===== config.mk =====
export PLATFORM = sky130hd
export DESIGN_NAME = func_executor_flat
export DESIGN_NICKNAME = d
export VERILOG_FILES = /design/src/rtl/func_executor_if.sv /design/src/rtl/func_executor.sv /design/src/flat_wrapper.sv
export SDC_FILE = /design/constraint.sdc
export NUM_CORES = 1
export LEC_CHECK = 0
export ABC_AREA = 1
export CAP_MARGIN = 40
export CORE_MARGIN = 1.5
export CORE_UTILIZATION = 25
export DETAILED_ROUTE_END_ITERATION = 16
export PLACE_DENSITY = 0.51
export SLEW_MARGIN = 10
export SYNTH_ARGS = -nofsm -noshare
export SYNTH_HDL_FRONTEND = slang
export SYNTH_SLANG_ARGS = --single-unit

===== constraint.sdc =====
create_clock -name sysclk -period 4.64 [get_ports sysclk]
set_input_delay 0.464 -clock sysclk [delete_from_list [all_inputs] [get_ports sysclk]]
set_output_delay 0.464 -clock sysclk [all_outputs]
set_load 0.02 [all_outputs]

===== src/rtl/func_executor_if.sv =====
// Keyboard-instruction and display-state bundle for func_executor.
// The keyboard side drives the instruction buses; the executor drives the display state.
interface func_executor_if;
  logic [1:0]  func_index;
  logic [3:0]  func1_instruction;
  logic [4:0]  func2_instruction;
  logic [4:0]  func3_instruction;
  logic [2:0]  color;
  logic [9:0]  cursor_x;
  logic [8:0]  cursor_y;
  logic [63:0] tiles;
  logic [3:0]  blank_pos;
  logic        scramble_busy;
  logic        solved;

  modport master (
    output func_index, func1_instruction, func2_instruction, func3_instruction,
    input  color, cursor_x, cursor_y, tiles, blank_pos, scramble_busy, solved
  );

  modport slave (
    input  func_index, func1_instruction, func2_instruction, func3_instruction,
    output color, cursor_x, cursor_y, tiles, blank_pos, scramble_busy, solved
  );
endinterface


===== src/rtl/func_executor.sv =====
// Executes keyboard instructions: fill colour, cursor movement and a 4x4 sliding puzzle.
// Optional FUNC_EXEC_DEBOUNCE_EN inserts per-bit debounce counters after the synchronisers.
module func_executor #(
  parameter int          H_ACTIVE        = 640,
  parameter int          V_ACTIVE        = 480,
  parameter int          STEP_LARGE      = 8,
  parameter int          SCRAMBLE_MOVES  = 64,
  parameter logic [15:0] LFSR_SEED       = 16'hACE1,
  parameter int          DEBOUNCE_CYCLES = 250000
) (
  input  logic           sysclk,
  input  logic           reset,
  func_executor_if.slave bus
);
  localparam int          NB     = 16;
  localparam int          CNT_W  = $clog2(SCRAMBLE_MOVES + 1);
  localparam logic [63:0] SOLVED = 64'h0FED_CBA9_8765_4321;

  typedef enum logic [0:0] {ST_IDLE, ST_SCRAMBLE} state_t;

  if (LFSR_SEED == 16'h0 || DEBOUNCE_CYCLES < 1) begin : g_param_check
    $error("func_executor: LFSR_SEED must be nonzero and DEBOUNCE_CYCLES positive");
  end

  logic [NB-1:0] raw, sync1_reg, sync2_reg, level;

  assign raw = {bus.func_index, bus.func1_instruction, bus.func2_instruction, bus.func3_instruction};

  always_ff @(posedge sysclk or posedge reset) begin
    if (reset) begin
      sync1_reg <= '0;
      sync2_reg <= '0;
    end else begin
      sync1_reg <= raw;
      sync2_reg <= sync1_reg;
    end
  end

`ifdef FUNC_EXEC_DEBOUNCE_EN
  localparam int DB_W = $clog2(DEBOUNCE_CYCLES + 1);
  for (genvar gi = 0; gi < NB; gi++) begin : g_debounce
    logic [DB_W-1:0] cnt_reg;
    logic            lvl_reg;
    always_ff @(posedge sysclk or posedge reset) begin
      if (reset) begin
        cnt_reg <= '0;
        lvl_reg <= 1'b0;
      end else if (sync2_reg[gi] == lvl_reg) begin
        cnt_reg <= '0;
      end else if (cnt_reg == DB_W'(DEBOUNCE_CYCLES - 1)) begin
        cnt_reg <= '0;
        lvl_reg <= sync2_reg[gi];
      end else begin
        cnt_reg <= cnt_reg + 1'b1;
      end
    end
    assign level[gi] = lvl_reg;
  end
`else
  assign level = sync2_reg;
`endif

  logic [1:0] func_sel;
  logic [3:0] lvl1, edge1_reg, press1;
  logic [4:0] lvl2, edge2_reg, press2;
  logic [4:0] lvl3, edge3_reg, press3;

  assign func_sel = level[15:14];
  assign lvl1     = level[13:10];
  assign lvl2     = level[9:5];
  assign lvl3     = level[4:0];

  // Edge registers of an inactive bus sit at zero, so a bit held across a switch counts as a press.
  assign press1 = (func_sel == 2'd0) ? (lvl1 & ~edge1_reg) : '0;
  assign press2 = (func_sel == 2'd1) ? (lvl2 & ~edge2_reg) : '0;
  assign press3 = (func_sel == 2'd2) ? (lvl3 & ~edge3_reg) : '0;

  logic       set_press_reg, step_sel_reg;
  logic [2:0] rgb_reg;
  logic [3:0] cur_press_reg;
  logic [4:0] puz_press_reg;

  always_ff @(posedge sysclk or posedge reset) begin
    if (reset) begin
      edge1_reg     <= '0;
      edge2_reg     <= '0;
      edge3_reg     <= '0;
      set_press_reg <= 1'b0;
      rgb_reg       <= '0;
      cur_press_reg <= '0;
      step_sel_reg  <= 1'b0;
      puz_press_reg <= '0;
    end else begin
      edge1_reg     <= (func_sel == 2'd0) ? lvl1 : '0;
      edge2_reg     <= (func_sel == 2'd1) ? lvl2 : '0;
      edge3_reg     <= (func_sel == 2'd2) ? lvl3 : '0;
      set_press_reg <= press1[0];
      rgb_reg       <= lvl1[3:1];
      cur_press_reg <= press2[3:0];
      step_sel_reg  <= lvl2[4];
      puz_press_reg <= press3;
    end
  end

  logic [2:0]  color_reg;
  logic [9:0]  x_reg, x_next;
  logic [8:0]  y_reg, y_next;
  logic [10:0] step, x_wide, y_wide, x_east, x_west, y_south, y_north;

  assign step    = step_sel_reg ? 11'(STEP_LARGE) : 11'd1;
  assign x_wide  = {1'b0, x_reg};
  assign y_wide  = {2'b0, y_reg};
  assign x_east  = (x_wide + step >= 11'(H_ACTIVE)) ? x_wide + step - 11'(H_ACTIVE) : x_wide + step;
  assign x_west  = (x_wide < step) ? x_wide + 11'(H_ACTIVE) - step : x_wide - step;
  assign y_south = (y_wide + step >= 11'(V_ACTIVE)) ? y_wide + step - 11'(V_ACTIVE) : y_wide + step;
  assign y_north = (y_wide < step) ? y_wide + 11'(V_ACTIVE) - step : y_wide - step;

  always_comb begin
    x_next = x_reg;
    y_next = y_reg;
    if (cur_press_reg[3] && !cur_press_reg[2]) x_next = x_east[9:0];
    if (cur_press_reg[2] && !cur_press_reg[3]) x_next = x_west[9:0];
    if (cur_press_reg[0] && !cur_press_reg[1]) y_next = y_south[8:0];
    if (cur_press_reg[1] && !cur_press_reg[0]) y_next = y_north[8:0];
  end

  always_ff @(posedge sysclk or posedge reset) begin
    if (reset) begin
      color_reg <= 3'b111;
      x_reg     <= 10'(H_ACTIVE / 2);
      y_reg     <= 9'(V_ACTIVE / 2);
    end else begin
      if (set_press_reg) color_reg <= rgb_reg;
      x_reg <= x_next;
      y_reg <= y_next;
    end
  end

  logic [15:0] lfsr_reg;

  always_ff @(posedge sysclk or posedge reset) begin
    if (reset) lfsr_reg <= LFSR_SEED;
    else       lfsr_reg <= {lfsr_reg[14:0], lfsr_reg[15] ^ lfsr_reg[13] ^ lfsr_reg[12] ^ lfsr_reg[10]};
  end

  state_t           state_reg;
  logic             busy_reg, solved_reg;
  logic [CNT_W-1:0] move_cnt_reg;
  logic [3:0]       tile_reg [16];
  logic [3:0]       blank_reg, neighbour;
  logic [63:0]      tiles_flat;
  logic [1:0]       move_dir;
  logic             move_req, legal, do_move;

  for (genvar gi = 0; gi < 16; gi++) begin : g_tiles
    assign tiles_flat[4*gi +: 4] = tile_reg[gi];
  end

  // Direction codes: 0 east, 1 west, 2 north, 3 south; user presses use fixed priority.
  always_comb begin
    move_req = 1'b0;
    move_dir = 2'd0;
    if (state_reg == ST_SCRAMBLE) begin
      move_req = 1'b1;
      move_dir = lfsr_reg[1:0];
    end else if (puz_press_reg[4]) begin
      move_req = 1'b1;
      move_dir = 2'd0;
    end else if (puz_press_reg[3]) begin
      move_req = 1'b1;
      move_dir = 2'd1;
    end else if (puz_press_reg[2]) begin
      move_req = 1'b1;
      move_dir = 2'd2;
    end else if (puz_press_reg[1]) begin
      move_req = 1'b1;
      move_dir = 2'd3;
    end
  end

  always_comb begin
    legal     = 1'b0;
    neighbour = blank_reg;
    case (move_dir)
      2'd0: begin legal = (blank_reg[1:0] != 2'd3); neighbour = blank_reg + 4'd1; end
      2'd1: begin legal = (blank_reg[1:0] != 2'd0); neighbour = blank_reg - 4'd1; end
      2'd2: begin legal = (blank_reg[3:2] != 2'd0); neighbour = blank_reg - 4'd4; end
      default: begin legal = (blank_reg[3:2] != 2'd3); neighbour = blank_reg + 4'd4; end
    endcase
  end

  assign do_move = move_req && legal;

  always_ff @(posedge sysclk or posedge reset) begin
    if (reset) begin
      state_reg    <= ST_IDLE;
      busy_reg     <= 1'b0;
      move_cnt_reg <= '0;
      blank_reg    <= 4'd15;
      solved_reg   <= 1'b1;
      for (int i = 0; i < 16; i++) tile_reg[i] <= (i == 15) ? 4'd0 : 4'(i + 1);
    end else begin
      solved_reg <= (tiles_flat == SOLVED);
      if (do_move) begin
        tile_reg[blank_reg] <= tile_reg[neighbour];
        tile_reg[neighbour] <= 4'd0;
        blank_reg           <= neighbour;
      end
      case (state_reg)
        ST_IDLE: begin
          if (puz_press_reg[0]) begin
            state_reg    <= ST_SCRAMBLE;
            busy_reg     <= 1'b1;
            move_cnt_reg <= CNT_W'(SCRAMBLE_MOVES);
          end
        end
        default: begin
          move_cnt_reg <= move_cnt_reg - 1'b1;
          if (move_cnt_reg == CNT_W'(1)) begin
            state_reg <= ST_IDLE;
            busy_reg  <= 1'b0;
          end
        end
      endcase
    end
  end

  assign bus.color         = color_reg;
  assign bus.cursor_x      = x_reg;
  assign bus.cursor_y      = y_reg;
  assign bus.tiles         = tiles_flat;
  assign bus.blank_pos     = blank_reg;
  assign bus.scramble_busy = busy_reg;
  assign bus.solved        = solved_reg;
endmodule


===== src/flat_wrapper.sv =====
// flat-port wrapper written by rule: the top's interface ports become plain ports
module func_executor_flat 
#(
  parameter int          H_ACTIVE        = 640,
  parameter int          V_ACTIVE        = 480,
  parameter int          STEP_LARGE      = 8,
  parameter int          SCRAMBLE_MOVES  = 64,
  parameter logic [15:0] LFSR_SEED       = 16'hACE1,
  parameter int          DEBOUNCE_CYCLES = 250000
)
  (sysclk, reset, bus_func_index, bus_func1_instruction, bus_func2_instruction, bus_func3_instruction, bus_color, bus_cursor_x, bus_cursor_y, bus_tiles, bus_blank_pos, bus_scramble_busy, bus_solved);
  func_executor_if bus_i ();
  input  logic sysclk;
  input  logic reset;
  input wire logic [$bits(bus_i.func_index)-1:0] bus_func_index;
  input wire logic [$bits(bus_i.func1_instruction)-1:0] bus_func1_instruction;
  input wire logic [$bits(bus_i.func2_instruction)-1:0] bus_func2_instruction;
  input wire logic [$bits(bus_i.func3_instruction)-1:0] bus_func3_instruction;
  output wire logic [$bits(bus_i.color)-1:0] bus_color;
  output wire logic [$bits(bus_i.cursor_x)-1:0] bus_cursor_x;
  output wire logic [$bits(bus_i.cursor_y)-1:0] bus_cursor_y;
  output wire logic [$bits(bus_i.tiles)-1:0] bus_tiles;
  output wire logic [$bits(bus_i.blank_pos)-1:0] bus_blank_pos;
  output wire logic [$bits(bus_i.scramble_busy)-1:0] bus_scramble_busy;
  output wire logic [$bits(bus_i.solved)-1:0] bus_solved;
  assign bus_i.func_index = bus_func_index;
  assign bus_i.func1_instruction = bus_func1_instruction;
  assign bus_i.func2_instruction = bus_func2_instruction;
  assign bus_i.func3_instruction = bus_func3_instruction;
  assign bus_color = bus_i.color;
  assign bus_cursor_x = bus_i.cursor_x;
  assign bus_cursor_y = bus_i.cursor_y;
  assign bus_tiles = bus_i.tiles;
  assign bus_blank_pos = bus_i.blank_pos;
  assign bus_scramble_busy = bus_i.scramble_busy;
  assign bus_solved = bus_i.solved;
  func_executor #(.H_ACTIVE(H_ACTIVE), .V_ACTIVE(V_ACTIVE), .STEP_LARGE(STEP_LARGE), .SCRAMBLE_MOVES(SCRAMBLE_MOVES), .LFSR_SEED(LFSR_SEED), .DEBOUNCE_CYCLES(DEBOUNCE_CYCLES)) u_core (.sysclk(sysclk), .reset(reset), .bus(bus_i));
endmodule

==> results of run 1 <==
[final timing paths]
check | start | endpoint | slack (ns) | depth (start not counted)
max | u_core.state_reg$_DFF_PP0_ | u_core.bus.tiles[3]$_DFFE_PP0P_ | 1.08 | 15
min | u_core.sync1_reg[13]$_DFF_PP0_ | u_core.level[13]$_DFF_PP0_ | 0.34 | 0
max reg2reg | u_core.state_reg$_DFF_PP0_ | u_core.bus.tiles[3]$_DFFE_PP0P_ | 1.08 | 15
min reg2reg | u_core.sync1_reg[13]$_DFF_PP0_ | u_core.level[13]$_DFF_PP0_ | 0.34 | 0
max in group asynchronous | reset | u_core.bus.tiles[0]$_DFFE_PP1P_ | 3.68 | 3
min in group asynchronous | reset | u_core.bus.tiles[27]$_DFFE_PP0P_ | 0.49 | 3
[power by group]
| group | internal [uW] | total (uW) | leakage (uW) | switching, uW |
|---|---|---|---|---|
| registers | 2010 | 2520 | 0.00203 | 514 |
| logic | 1970 | 5980 | 0.00360 | 4010 |
| clock network | 822 | 1490 | 0.000289 | 668 |
| total | 4800 | 9990 | 0.00592 | 5190 |
[stage by stage]
step | power, uW | hold slack, ns | area, um^2
2_1_floorplan | 6650 | 0.3312 | 10200
3_3_place_gp | 8444 | 0.3318 | 11820
3_5_place_dp | 8530 | 0.3347 | 11840
4_1_cts | 10080 | 0.3433 | 12440
5_1_grt | 10920 | 0.3571 | 12440
6_report | 9992 | 0.3420 | 12440
[critical path, delay by kind of cell, from the launching register on]
family | cells | cell delay [ns]
fa+ha+maj | 2 | 0.80
simple gates | 10 | 1.85
flops | 1 | 0.44
compound gates | 2 | 0.31
buf+inv | 1 | 0.09
[layout by cell type, fill, tap and decap left out, drive strengths merged, types with 4 or more instances in the layout]
cell type,synthesis,routed
a21oi,71,71
a22oi,5,5
a31oi,5,5
buf,16,6
clkbuf,17,19
clkdlybuf4s50,0,109
clkinv,0,5
dfrtp,118,118
dfstp,54,54
fa,5,5
ha,51,51
inv,180,183
nand2,483,483
nand3,82,82
nand3b,4,4
nand4,16,16
nor2,140,140
nor3,13,13
nor4,13,13
o211ai,7,7
o21ai,55,55
o22ai,4,4
xnor2,4,4
xor2,20,20
[area by class of cell]
type	instances	area, um^2
fillers	4349	27570
multi-input cells	993	4954
flip-flops and latches	172	4372
repair buffers	115	1174
inverters	180	679.4
well taps	525	656.9
clock buffers	19	442.9
clock inverters	13	160.2
[logic make-up (layout without fill, tap and decap cells)]
logic type / after synthesis / after routing / share of synthesized area
simple gates: 756 / 756 / 0.3065
fa+ha+maj: 56 / 56 / 0.07239
mux: 4 / 4 / 0.004294
compound gates: 153 / 153 / 0.08147
xor+xnor: 24 / 24 / 0.02061
flops: 172 / 172 / 0.4287
buf+inv: 213 / 327 / 0.08601
[per-layer routing]
| metal | global-route usage | part of all wire |
|---|---|---|
| met1 | 0.1968 | 0.45 |
| met2 | 0.2466 | 0.48 |
| met3 | 0.03770 | 0.054 |
| met4 | 0.04640 | 0.020 |
| met5 | 0 | 0 |
==> results.py, run 1 <==
metrics = {
    "clock_tree": {
        "cts_max_level": 4,
        "cts_buffers": 17,
        "cts_resized": 0,
        "cts_hold_buf": 0,
        "cts.reportedPaths.clkPinSlew_ns": 0.07,
        "insertion_delay_ns": 0.45,
        "clock_path_buffers": 2,
        "tritoncts": "done",
        "clockRootBuffer": "clkbuf_16",
        "cts_setup_buffers": 0,
        "clock-sinks": 172,
    },
    "floorplanning": {
        "die_area_mm2": 0.04201,
        "die_w_um": 205.0,
        "design.core.area_mm2": 0.04001,
        "die_h_um": 205.0,
        "num_rows": 73,
        "initial_core_util": 0.2549,
        "io_pins": 110,
    },
    "sta": {
        "hold_violations": 0,
        "slew_violations": 0,
        "clock_skew_ns": 0.008423,
        "relSlewSlack": 0.5094,
        "setup_viol": 0,
        "fin_ws_ns": 1.081,
        "setup_tns_ns": 0,
        "fmax_ghz": 0.2810,
        "period_needed_ns": 3.559,
        "rsz0062_at_grt": "false",
        "timing.final.crit_share": 0.7670,
        "worst_pin_slew_ns": 0.7359,
    },
    "detailed_routing": {
        "drcViolationCount": 0,
        "wl_mm": 30.46,
        "drt_iter0_markers": 568,
        "num_vias": 9095,
        "viasPerCell": 4.509,
        "firstDrtPassIters": 5,
        "postRouteAntennaNets": 0,
        "wl_per_cell_um": 15.10,
    },
    "place": {
        "port_buffers": 109,
        "place_ws_ns": 1.081,
        "dp.cells": 1985,
        "dp_hpwl_mm": 22.15,
        "gp_congestion": 0.8807,
    },
    "critical_path": {
        "critPathCaptureType": "register",
        "max_stage_delay_ns": 0.50,
        "cp.arrival_ns": 3.94,
        "cp_slowest_cell": "fa_1",
        "cpMostUsedCell": "nand2_1",
        "critical_path.cell_chain": "nor2_1, nand2_1, o22ai_1, inv_1, ha_1, fa_1, nand2_1, nand2_2, nor2_2, a22oi_2, nand3_1, nand3_2, nand3_1, nand2_1, nand2_1",
        "critical_path_class": "reg -> reg",
        "crit_required_ns": 5.02,
        "worstSetupStartpointType": "register",
        "cp_max_fo": 16,
    },
    "global_route": {
        "gr-total-overflow": 0,
        "grt_pass1_vias": 8919,
        "grt_use_total": 0.1515,
        "grt_max_degree": 82,
        "antenna_found_initial": 0,
        "grt_pass1_wl_mm": 49.45,
    },
    "finish": {
        "drive_gt1_frac": 0.07842,
        "syn2layout_area_growth_pct": 21.98,
        "diodes": 0,
        "largest_reg_flops": 64,
        "finalNetCount": 1553,
        "fin_util": 0.3109,
        "layout.cells.non_filler": 2017,
    },
    "synth": {
        "synth-main-ff-cell": "dfrtp_1",
        "synth_area_leaders": "dfrtp_1 29%, nand2_1 18%, dfstp_2 14%",
        "yosysWarnings": 0,
        "syn-num-nets": 1452,
        "postSynth.asyncResetShare": 1.000,
        "synth_edf_count": 0,
        "synth.top_cells.by_count": "476 x nand2_1, 176 x inv_1, 136 x nor2_1",
        "yosys_register_bits": 172,
        "syn_area_mm2": 0.01020,
        "syn_inst": 1378,
        "yosysTopAreaCellShare": 0.2896,
        "synth_top_area_cell": "dfrtp_1",
        "syn_area_per_cell_um2": 7.400,
        "ys_seq_area_frac": 0.4287,
        "yosysMostFrequentCell": "nand2_1",
        "ys_types": 42,
    },
    "job": {
        "cap_viol_max_count": 0,
    },
    "power_and_ir_drop": {
        "p_per_area_mw_per_mm2": 803.4,
        "ir_drop_v": 0.0003903,
        "p_leak_uw": 0.005922,
    },
    "hold_path": {
        "hold_path_class": "reg -> reg",
    },
    "status": {
        "status": "completed",
    },
}
Power figures use the tool's default switching activity.
==> run 2: changes to the inputs <==
- clock period: 4.64 -> 3.1 ns (I/O delays scaled with it)
==> run 2 against run 1 <==
Compared with the run above:
- sequential share of layout area fell by 1.2 points
- register-to-register slack got worse by 0.90 ns
- wire length rose by 3.0%
- setup slack got worse by 0.90 ns
- worst hold slack got worse by 0.092 ns
- global-route usage rose by 0.26 points
- sequential cell count did not move
- critical endpoint is now u_core.bus.tiles[17]$_DFFE_PP0P_
- largest cell class unchanged
- largest power group unchanged
- highest routed layer unchanged
==> results.py, run 2 (synthesis results as in run 1) <==
metrics = {
    "power_and_ir_drop": {
        "p_leak_uw": 0.006147,
        "ir_drop_v": 0.0006310,
        "p_per_area_mw_per_mm2": 1259,
        "power_uw": 16230,
    },
    "critical_path": {
        "cp_max_fo": 8,
        "critical_path_class": "reg -> reg",
        "reg2reg_slack_ns": 0.18,
        "critPathCaptureType": "register",
        "critical_path.cell_chain": "nor2_2, nand2_1, o22ai_2, inv_2, ha_4, fa_1, nand2_1, nand2_4, buf_4, nor2_4, nand2_1, nand4_1, nand2_1, nand2_1, nand2_4, nand2_8, nand2_1, nand2_1, nand2_1",
        "worstSetupStartpointType": "register",
        "crit_required_ns": 3.44,
        "worstReg2RegEnd": "u_core.bus.tiles[17]$_DFFE_PP0P_",
        "max_stage_delay_ns": 0.45,
        "ff2ff_path_depth": 19,
        "crit_family": "simple AND/OR/NAND/NOR gates",
        "path_buf_inv": 2,
        "r2r-start": "u_core.state_reg$_DFF_PP0_",
        "cpMostUsedCell": "nand2_1",
        "cp_slowest_cell": "fa_1",
        "cp.arrival_ns": 3.25,
    },
    "floorplanning": {
        "design.core.area_mm2": 0.04001,
        "die_area_mm2": 0.04201,
        "die_w_um": 205.0,
        "io_pins": 110,
        "num_rows": 73,
        "die_h_um": 205.0,
        "initial_core_util": 0.2549,
    },
    "sta": {
        "relSlewSlack": 0.6359,
        "slew_violations": 0,
        "clock_skew_ns": 0.02206,
        "fmax_ghz": 0.3428,
        "worst_pin_slew_ns": 0.5441,
        "setup_viol": 0,
        "hold_violations": 0,
        "period_needed_ns": 2.917,
        "timing.final.crit_share": 0.9409,
    },
    "detailed_routing": {
        "wl_per_cell_um": 15.21,
        "postRouteAntennaNets": 0,
        "firstDrtPassIters": 5,
        "wl_mm": 31.38,
        "drcViolationCount": 0,
        "drt_iter0_markers": 511,
        "viasPerCell": 4.477,
        "num_vias": 9237,
    },
    "place": {
        "gp_congestion": 0.9134,
        "dp_hpwl_mm": 22.95,
        "placed_cell_area_mm2": 0.01214,
        "port_buffers": 109,
    },
    "finish": {
        "stdcell_area_mm2": 0.01289,
        "diodes": 0,
        "finalNetCount": 1599,
        "syn2layout_area_growth_pct": 26.41,
        "drive_gt1_frac": 0.1177,
        "most-common-layout-cells": "467 x nand2_1, 171 x inv_1, 133 x nor2_1",
        "largest_reg_flops": 64,
        "final_common_cell": "nand2_1",
    },
    "clock_tree": {
        "tritoncts": "done",
        "cts_max_level": 4,
        "clock-sinks": 172,
        "cts_buffers": 17,
        "clock_path_buffers": 2,
        "insertion_delay_ns": 0.45,
        "cts.reportedPaths.clkPinSlew_ns": 0.07,
        "clockRootBuffer": "clkbuf_16",
    },
    "global_route": {
        "antenna_found_initial": 0,
        "grt_pass1_wl_mm": 50.27,
        "grt_use_total": 0.1541,
        "gr-total-overflow": 0,
        "grt_max_degree": 66,
        "grt_pass1_vias": 9173,
    },
    "hold_path": {
        "hold_path_class": "in -> async",
    },
    "job": {
        "cap_viol_max_count": 0,
    },
    "status": {
        "status": "completed",
    },
}
[run 2: timing repair]
item	CTS	global route
setup endpoints to repair	51	64
resized for setup	4	34
pin swaps	2	10
hold buffers	0	0
cloned	1	1
buffers inserted	1	7
[run 2: how the worst max path moves through the flow]
stage / start / endpoint / depth (start not counted)
3_3_place_gp: u_core.state_reg$_DFF_PP0_ / u_core.bus.tiles[29]$_DFFE_PP0P_ / 19
4_1_cts: u_core.state_reg$_DFF_PP0_ / u_core.bus.tiles[17]$_DFFE_PP0P_ / 19
3_5_place_dp: u_core.state_reg$_DFF_PP0_ / u_core.bus.tiles[17]$_DFFE_PP0P_ / 19
2_1_floorplan: u_core.state_reg$_DFF_PP0_ / u_core.bus.tiles[13]$_DFFE_PP0P_ / 21
5_1_grt: u_core.state_reg$_DFF_PP0_ / u_core.bus.tiles[20]$_DFFE_PP0P_ / 19
6_report: u_core.state_reg$_DFF_PP0_ / u_core.bus.tiles[17]$_DFFE_PP0P_ / 19
[run 2: through the flow]
step | utilization | hold slack, ns | setup slack [ns] | TNS (ns) | std cells
floorplan | - | 0.3312 | 0.1865 | 0 | 1378
global placement | 0.3035 | 0.3314 | -0.02108 | -0.1270 | 2021
detailed placement | 0.3035 | 0.3347 | -0.09023 | -1.695 | 2021
CTS | 0.3175 | 0.2628 | 0.02162 | 0 | 2055
global route | 0.3222 | 0.2852 | -0.01477 | -0.03519 | 2063
finish | 0.3222 | 0.2503 | 0.1831 | 0 | 2063
[run 2: power breakdown]
group          switching, uW  internal, uW
logic                   6650          3830
clock network            969          1030
registers                741          3010
total                   8360          7870
[run 2: worst register-to-register path: stages, from the launching register on]
cell and delay, ns:
dfrtp_1 0.40, nor2_2 0.14, nand2_1 0.09, o22ai_2 0.13, inv_2 0.08, ha_4 0.19, fa_1 0.45, nand2_1 0.12
nand2_4 0.11, buf_4 0.16, nor2_4 0.18, nand2_1 0.07, nand4_1 0.10, nand2_1 0.06, nand2_1 0.12, nand2_4 0.10
nand2_8 0.13, nand2_1 0.07, nand2_1 0.07, nand2_1 0.05
[run 2: layout make-up]
cell class / count / area (um^2)
clock buffer: 20 / 436.7
clock inverter: 12 / 93.84
fill: 4318 / 27120
inverter: 180 / 681.9
multi-input combinational: 995 / 5100
sequential: 172 / 4372
tap: 525 / 656.9
timing repair buffer: 159 / 1549
[run 2: routing by layer]
metal	GRT usage	part of all wire	vias up
met3	0.02911	0.042	31
met2	0.2616	0.49	193
met1	0.1972	0.45	4379
met4	0.04718	0.016	0
met5	0	0	-
li1	-	-	4634
